### src/rtl/pong_pkg.sv
// pong_pkg: shared state encoding, bounce-detector codes, screen defaults
// and the clamped single-axis position step used by the ball sequencer.
package pong_pkg;

  typedef enum logic [2:0] {
    ST_IDLE    = 3'd0,
    ST_SERVE   = 3'd1,
    ST_MOVE    = 3'd2,
    ST_STEP    = 3'd3,
    ST_EVAL    = 3'd4,
    ST_RESOLVE = 3'd5,
    ST_OVER    = 3'd6
  } state_t;

  localparam logic [1:0] BOUNCE_NONE   = 2'd0;
  localparam logic [1:0] BOUNCE_PADDLE = 2'd1;
  localparam logic [1:0] BOUNCE_WALL   = 2'd2;
  localparam logic [1:0] BOUNCE_SCORE  = 2'd3;

  localparam int SCREEN_X_DEFAULT = 640;
  localparam int SCREEN_Y_DEFAULT = 480;

  // Move one axis by step in the given direction; the result never leaves
  // [0, limit], so an overshoot sticks at the edge instead of wrapping.
  function automatic logic [10:0] advance_axis(input logic [10:0] pos,
                                               input logic [10:0] step,
                                               input logic        dir,
                                               input logic [10:0] limit);
    logic [10:0] sum;
    logic [10:0] res;
    sum = pos + step;
    if (dir) begin
      res = (sum > limit) ? limit : sum;
    end else begin
      res = (pos < step) ? 11'd0 : (pos - step);
    end
    return res;
  endfunction

endpackage

### src/rtl/serve_timer.sv
// serve_timer: counts frame ticks while the ball waits at centre. done is
// asserted combinationally with the tick that reaches SERVE_DELAY, and the
// count restarts from zero after it or whenever clear is high.
module serve_timer #(
  parameter int SERVE_DELAY = 60
) (
  input  logic clock,
  input  logic reset,
  input  logic clear,
  input  logic tick,
  output logic done
);

  localparam int CW = (SERVE_DELAY > 1) ? $clog2(SERVE_DELAY) : 1;
  localparam logic [CW-1:0] LAST = CW'(SERVE_DELAY - 1);

  logic [CW-1:0] count;

  assign done = tick && !clear && (count == LAST);

  // Tick counter, restarted by clear or by the completing tick.
  always_ff @(posedge clock) begin
    if (reset) begin
      count <= '0;
    end else if (clear || done) begin
      count <= '0;
    end else if (tick) begin
      count <= count + 1'b1;
    end else begin
      count <= count;
    end
  end

endmodule

### src/rtl/ball_motion_controller.sv
// ball_motion_controller: per-frame ball sequencer for Pong. Steps the ball,
// pulses the bounce detector, resolves its code into direction / score /
// serve / game-over updates. Optional macro BALL_SPEEDUP_EN makes paddle
// bounces speed the ball up to MAX_STEP.
module ball_motion_controller
  import pong_pkg::*;
#(
  parameter int SCREEN_X    = SCREEN_X_DEFAULT,
  parameter int SCREEN_Y    = SCREEN_Y_DEFAULT,
  parameter int BALL_SIZE   = 8,
  parameter int STEP        = 2,
  parameter int MAX_STEP    = 6,
  parameter int SERVE_DELAY = 60,
  parameter int WIN_SCORE   = 9
) (
  input  logic       clock,
  input  logic       reset,
  input  logic       frame_tick,
  input  logic       start,
  input  logic [1:0] bounce,
  output logic       bounce_enable,
  output logic [9:0] ball_pos_x,
  output logic [9:0] ball_pos_y,
  output logic       ball_dir_x,
  output logic       ball_dir_y,
  output logic [3:0] ball_step,
  output logic [3:0] score_1,
  output logic [3:0] score_2,
  output logic       game_over
);

  localparam logic [10:0] MAX_X  = 11'(SCREEN_X - BALL_SIZE);
  localparam logic [10:0] MAX_Y  = 11'(SCREEN_Y - BALL_SIZE);
  localparam logic [9:0]  CX     = 10'((SCREEN_X - BALL_SIZE) / 2);
  localparam logic [9:0]  CY     = 10'((SCREEN_Y - BALL_SIZE) / 2);
  localparam logic [10:0] HALF_X = 11'(SCREEN_X / 2);
  localparam logic [3:0]  STEP_L = 4'(STEP);
  localparam logic [3:0]  WIN_L  = 4'(WIN_SCORE);

  state_t      state;
  logic        serve_done;
  logic [10:0] next_x;
  logic [10:0] next_y;
  logic        left_side;
  logic [3:0]  score_1_inc;
  logic [3:0]  score_2_inc;
  logic        win_hit;
  logic [3:0]  paddle_step;

  serve_timer #(
    .SERVE_DELAY(SERVE_DELAY)
  ) u_serve_timer (
    .clock(clock),
    .reset(reset),
    .clear(state != ST_SERVE),
    .tick (frame_tick),
    .done (serve_done)
  );

  assign next_x = advance_axis({1'b0, ball_pos_x}, {7'd0, ball_step}, ball_dir_x, MAX_X);
  assign next_y = advance_axis({1'b0, ball_pos_y}, {7'd0, ball_step}, ball_dir_y, MAX_Y);

  // A ball in the left half means the left player conceded, so the right
  // player (score_2) gains; scores stick at WIN_SCORE.
  assign left_side   = ({1'b0, ball_pos_x} < HALF_X);
  assign score_1_inc = (score_1 >= WIN_L) ? score_1 : (score_1 + 4'd1);
  assign score_2_inc = (score_2 >= WIN_L) ? score_2 : (score_2 + 4'd1);
  assign win_hit     = left_side ? (score_2_inc == WIN_L) : (score_1_inc == WIN_L);

`ifdef BALL_SPEEDUP_EN
  localparam logic [3:0] MAX_STEP_L = 4'(MAX_STEP);
  assign paddle_step = (ball_step >= MAX_STEP_L) ? MAX_STEP_L : (ball_step + 4'd1);
`else
  assign paddle_step = STEP_L;
`endif

  // Frame sequencer: state, position, direction, score and flag registers.
  always_ff @(posedge clock) begin
    if (reset) begin
      state         <= ST_IDLE;
      ball_pos_x    <= CX;
      ball_pos_y    <= CY;
      ball_dir_x    <= 1'b1;
      ball_dir_y    <= 1'b1;
      ball_step     <= STEP_L;
      score_1       <= 4'd0;
      score_2       <= 4'd0;
      bounce_enable <= 1'b0;
      game_over     <= 1'b0;
    end else begin
      bounce_enable <= 1'b0;
      case (state)
        ST_IDLE: begin
          ball_pos_x <= CX;
          ball_pos_y <= CY;
          if (start) begin
            state      <= ST_SERVE;
            score_1    <= 4'd0;
            score_2    <= 4'd0;
            ball_dir_x <= 1'b1;
            ball_step  <= STEP_L;
          end
        end
        ST_SERVE: begin
          ball_pos_x <= CX;
          ball_pos_y <= CY;
          ball_step  <= STEP_L;
          if (serve_done) begin
            state <= ST_MOVE;
          end
        end
        ST_MOVE: begin
          if (frame_tick) begin
            ball_pos_x <= next_x[9:0];
            ball_pos_y <= next_y[9:0];
            state      <= ST_STEP;
          end
        end
        ST_STEP: begin
          bounce_enable <= 1'b1;
          state         <= ST_EVAL;
        end
        ST_EVAL: begin
          state <= ST_RESOLVE;
        end
        ST_RESOLVE: begin
          case (bounce)
            BOUNCE_PADDLE: begin
              ball_dir_x <= ~ball_dir_x;
              ball_step  <= paddle_step;
              state      <= ST_MOVE;
            end
            BOUNCE_WALL: begin
              ball_dir_y <= ~ball_dir_y;
              state      <= ST_MOVE;
            end
            BOUNCE_SCORE: begin
              if (left_side) begin
                score_2 <= score_2_inc;
              end else begin
                score_1 <= score_1_inc;
              end
              ball_pos_x <= CX;
              ball_pos_y <= CY;
              if (win_hit) begin
                state     <= ST_OVER;
                game_over <= 1'b1;
              end else begin
                state      <= ST_SERVE;
                ball_dir_x <= ~left_side;
                ball_dir_y <= ~ball_dir_y;
                ball_step  <= STEP_L;
              end
            end
            default: begin
              state <= ST_MOVE;
            end
          endcase
        end
        ST_OVER: begin
          ball_pos_x <= CX;
          ball_pos_y <= CY;
          if (start) begin
            state     <= ST_SERVE;
            score_1   <= 4'd0;
            score_2   <= 4'd0;
            game_over <= 1'b0;
            ball_step <= STEP_L;
          end
        end
        default: begin
          state <= ST_IDLE;
        end
      endcase
    end
  end

endmodule

### config.mk
export PLATFORM = sky130hd
export DESIGN_NAME = ball_motion_controller
export DESIGN_NICKNAME = d
export VERILOG_FILES = /design/src/rtl/pong_pkg.sv /design/src/rtl/serve_timer.sv /design/src/rtl/ball_motion_controller.sv
export SDC_FILE = /design/constraint.sdc
export NUM_CORES = 1
export LEC_CHECK = 0
export BUFFER_PORTS_ARGS = -buffer_cell sky130_fd_sc_hd__buf_4
export CAP_MARGIN = 10
export CORE_UTILIZATION = 60
export CTS_BUF_LIST = sky130_fd_sc_hd__clkbuf_8
export CTS_CLUSTER_DIAMETER = 40
export CTS_CLUSTER_SIZE = 28
export DETAILED_ROUTE_END_ITERATION = 12
export HOLD_SLACK_MARGIN = 0.03
export PLACE_DENSITY = 0.91
export SLEW_MARGIN = 5
export SYNTH_ARGS = -nofsm -noshare
export SYNTH_HDL_FRONTEND = slang
export SYNTH_SLANG_ARGS = --single-unit
### constraint.sdc
create_clock -name clock -period 2.45 [get_ports clock]
set_input_delay 0.49 -clock clock [delete_from_list [all_inputs] [get_ports clock]]
set_output_delay 0.49 -clock clock [all_outputs]
set_load 0.03 [all_outputs]
==> results_tabular.tex <==
\begin{tabular}{lr}
\hline
Metric & Value \\
\hline
\multicolumn{2}{l}{\textbf{STA}} \\
Setup repair after global routing missed its margin & false \\
Remaining max-slew budget at the tightest pin & 0.532 \\
Total negative slack & 0 ps \\
Number of max-slew violations in the final report & 0 \\
Final-report setup violation count & 0 \\
Total count of hold-check failures in the final report & 0 \\
Min cycle time layout & $\sim$2300 ps \\
Upper clock frequency limit & 0.438 GHz \\
Tcrit/Tclk final & 0.932 \\
Clock skew & 8.63 ps \\
Slew at the pin closest to its max-slew limit & 695 ps \\
\multicolumn{2}{l}{\textbf{CTS}} \\
Clock transition at the register clock pins on the worst setup and hold paths after CTS & 90 ps \\
Master cell of the clock root buffer & clkbuf\_8 \\
Deepest level of the CTS H-tree & 2 \\
Clock buffers created by TritonCTS & 5 \\
Buffer depth of the longest clock path & 2 \\
Clock latency on the worst-skew pair & 300 ps \\
Num Clock Sinks & 39 \\
TritonCTS clock tree & done \\
\multicolumn{2}{l}{\textbf{Yosys}} \\
Largest cells by area after synthesis & dfxtp\_1 (25\%), nor2\_1 (5.1\%), a21oi\_1 (4.4\%), ha\_1 (4.3\%), nand2\_1 (4.1\%) \\
Fraction of synthesis flops using an asynchronous set or reset pin & 0 \\
Biggest area consumer among synthesized cells & dfxtp\_1 \\
Number of synthesized flops with an enable pin & 0 \\
Synth top cells by count & nor2\_1 (43), dfxtp\_1 (39), nand2\_1 (35) \\
Synth Cell Area & around 3200 µm² \\
Top flip-flop cell by instance count after synthesis & dfxtp\_1 \\
Gate count after technology mapping & 422 \\
Most common cell in the netlist & nor2\_1 \\
Number of flip-flops and latches in the synthesized netlist & 39 \\
Count of unique library cells instantiated by Yosys & 73 \\
Fraction of the yosys area taken by sequential cells & 0.246 \\
Fraction of post-synthesis cell area in the top cell type by area & 0.246 \\
Synth Area per Inst & 7.51 µm² \\
Synth warn & 0 \\
\multicolumn{2}{l}{\textbf{Final layout}} \\
Share of final-layout standard cells stronger than drive strength 1 & 0.177 \\
Antenna diodes & 0 \\
Area growth from synthesis to layout & 11.9\% \\
Final instance count without filler cells & 516 \\
Layout fillers & 450 \\
Total Nets Final & 462 \\
\multicolumn{2}{l}{\textbf{Critical path}} \\
Category of the worst setup path launch point & register \\
Reg2reg end & ball\_pos\_x[8] \\
Max Fanout on Critical Path & 13 \\
FF-to-FF Start & ball\_pos\_x[2] \\
Required time of the critical path & 2630 ps \\
Signal arrival time at the worst endpoint & 2460 ps \\
Cell depth of the worst flop-to-flop path & 8 \\
Worst setup EP type & register \\
Origin of the worst setup path & ball\_pos\_x[2] \\
Critical path class & register to register \\
Worst reg2reg setup slack & 170 ps \\
\multicolumn{2}{l}{\textbf{GRT}} \\
Number of antenna violations at the first check in global routing & 0 \\
GR Overflow Total & 0 \\
Number of global-route vias before repair & 2902 \\
Global-route wire length before repair & 13200 µm \\
Pin count of the biggest net entering global routing & 28 \\
Global-route usage over all layers & 0.299 \\
\multicolumn{2}{l}{\textbf{Floorplan}} \\
Num ports & 42 \\
Die footprint & 5580 µm² \\
Number of standard-cell rows in the floorplan & 26 \\
Die span in x & 74.7 µm \\
Placeable core area & between 5000 and 6000 µm² \\
Effective utilization at floorplan & 0.621 \\
Die Ht & 74.7 µm \\
\multicolumn{2}{l}{\textbf{Pwr}} \\
Net switching component of the power & 317 µW \\
Switching Share & 0.240 \\
Peak supply drop & 0.000343 V \\
Static Leakage & 0.00136 µW \\
Share of power burned in the clock network & 0.436 \\
Internal power component & 1000 µW \\
Power density over cell area & 372 nW/µm² \\
Logic gate share of total power & 0.078 \\
Flop pwr share & 0.487 \\
Overall power after layout & 1320 µW \\
\multicolumn{2}{l}{\textbf{Worst hold path}} \\
Hold Path Stages & 3 \\
Path category of the worst min-delay check & primary input to register \\
Endpoint with the worst hold slack & u\_serve\_timer.count[0] \\
Startpoint of the most critical hold path & frame\_tick \\
\multicolumn{2}{l}{\textbf{Placement}} \\
Detailed Place HPWL & 5550 µm \\
Final estimated routing congestion in global placement & 0.936 \\
Number of placed instances with taps included & a little over 500 \\
I/O Buffers & 35 \\
\multicolumn{2}{l}{\textbf{Routing}} \\
Routed WL & 8260 µm \\
Antenna violation net count after detailed routing & 0 \\
First-pass DRT Iterations & 6 \\
Number of vias per cell & around 6.5 \\
DR vias & about 3400 \\
Initial DRC count & 443 \\
Detailed-route DRC error count & 0 \\
WL per Instance & 16.0 µm \\
\multicolumn{2}{l}{\textbf{Status}} \\
Run status & completed \\
\multicolumn{2}{l}{\textbf{Run}} \\
Max Cap Violations & 0 \\
\hline
\end{tabular}
## critical path, cell delays in order (launching register included)
cell and delay, ps:
dfxtp_2 450, inv_1 70, ha_1 320, inv_1 90, nor4_2 330, o32ai_2 150, a21oi_1 310, a211oi_1 80
or3_1 360
## cell families (layout without fill, tap and decap cells)
logic type,after synthesis,in the layout,share of synthesized area
and+or+nand+nor,173,173,0.288
AOI/OAI and AO/OA,114,114,0.243
buffers and inverters,57,77,0.0987
DFF,39,39,0.246
xor gates and xnor gates,15,15,0.0414
adders and majority gates,11,11,0.0434
muxes,11,11,0.0359
other,2,6,0.00237
## registers in the layout, summed over array words and instances, names as in the netlist
| register | count |
|---|---|
| ball_dir_x | 1 |
| ball_dir_y | 1 |
| ball_pos_x | 9 |
| ball_pos_y | 9 |
| bounce_enable | 1 |
| game_over | 1 |
| score_1 | 4 |
| score_2 | 4 |
| state | 3 |
| u_serve_timer.count | 6 |
## cell usage in the layout, fill, tap and decap left out, types with 11 or more instances in the layout
cell type and n:
inv_1 20, nor3_1 16, nand3_1 11, buf_4 49
dfxtp_1 37, nand2_1 35, o21ai_0 22, nor2_1 43
a21oi_1 28
## layer usage
metal	vias up	GRT usage	part of all wire
met5	-	0	0
met4	0	0.101	0.017
met3	23	0.0656	0.073
met2	189	0.509	0.49
met1	1587	0.376	0.41
li1	1559	-	-
## stage by stage
step                      hold slack, ps  area [µm²]  worst slack (ps)   util
after floorplan                      479        3190              64.0      -
after CTS                            493        3520              18.2  0.689
after global placement               496        3400               222  0.665
after detailed placement             505        3400               121  0.665
final                                488        3550               167  0.695
after global routing                 497        3550              27.3  0.695
## power groups by stage
stage / registers [µW] / logic, µW / clock network [µW]
after floorplan: 661 / 77.6 / 0
after global placement: 657 / 96.3 / 0
after detailed placement: 657 / 99.5 / 0
after CTS: 643 / 100 / 576
after global routing: 643 / 111 / 607
final: 643 / 102 / 575
## how the worst max path moves through the flow
stage / endpoint / slack (ps)
floorplan: ball_pos_x[5] / 60
global placement: ball_pos_x[2] / 220
detailed placement: ball_pos_x[8] / 120
CTS: ball_pos_x[1] / 20
global route: ball_pos_x[8] / 30
finish: ball_pos_x[8] / 170
## area by class of cell
type	count	area [µm²]	share of cell area
flip-flops and latches	39	783	0.221
repair buffers	49	368	0.104
clock inverters	2	35.0	0.00988
well taps	70	87.6	0.0247
multi-input cells	330	2120	0.596
clock buffers	6	82.6	0.0233
inverters	20	75.1	0.0212
## what timing repair did
| item | CTS | global route |
|---|---|---|
| buffers inserted | 1 | 0 |
| pin swaps | 1 | 0 |
| setup endpoints to repair | 1 | 9 |
| resized for setup | 0 | 6 |
| hold buffers | 0 | 0 |
| gates cloned | 0 | 0 |
(Power assumes the default switching activity.)
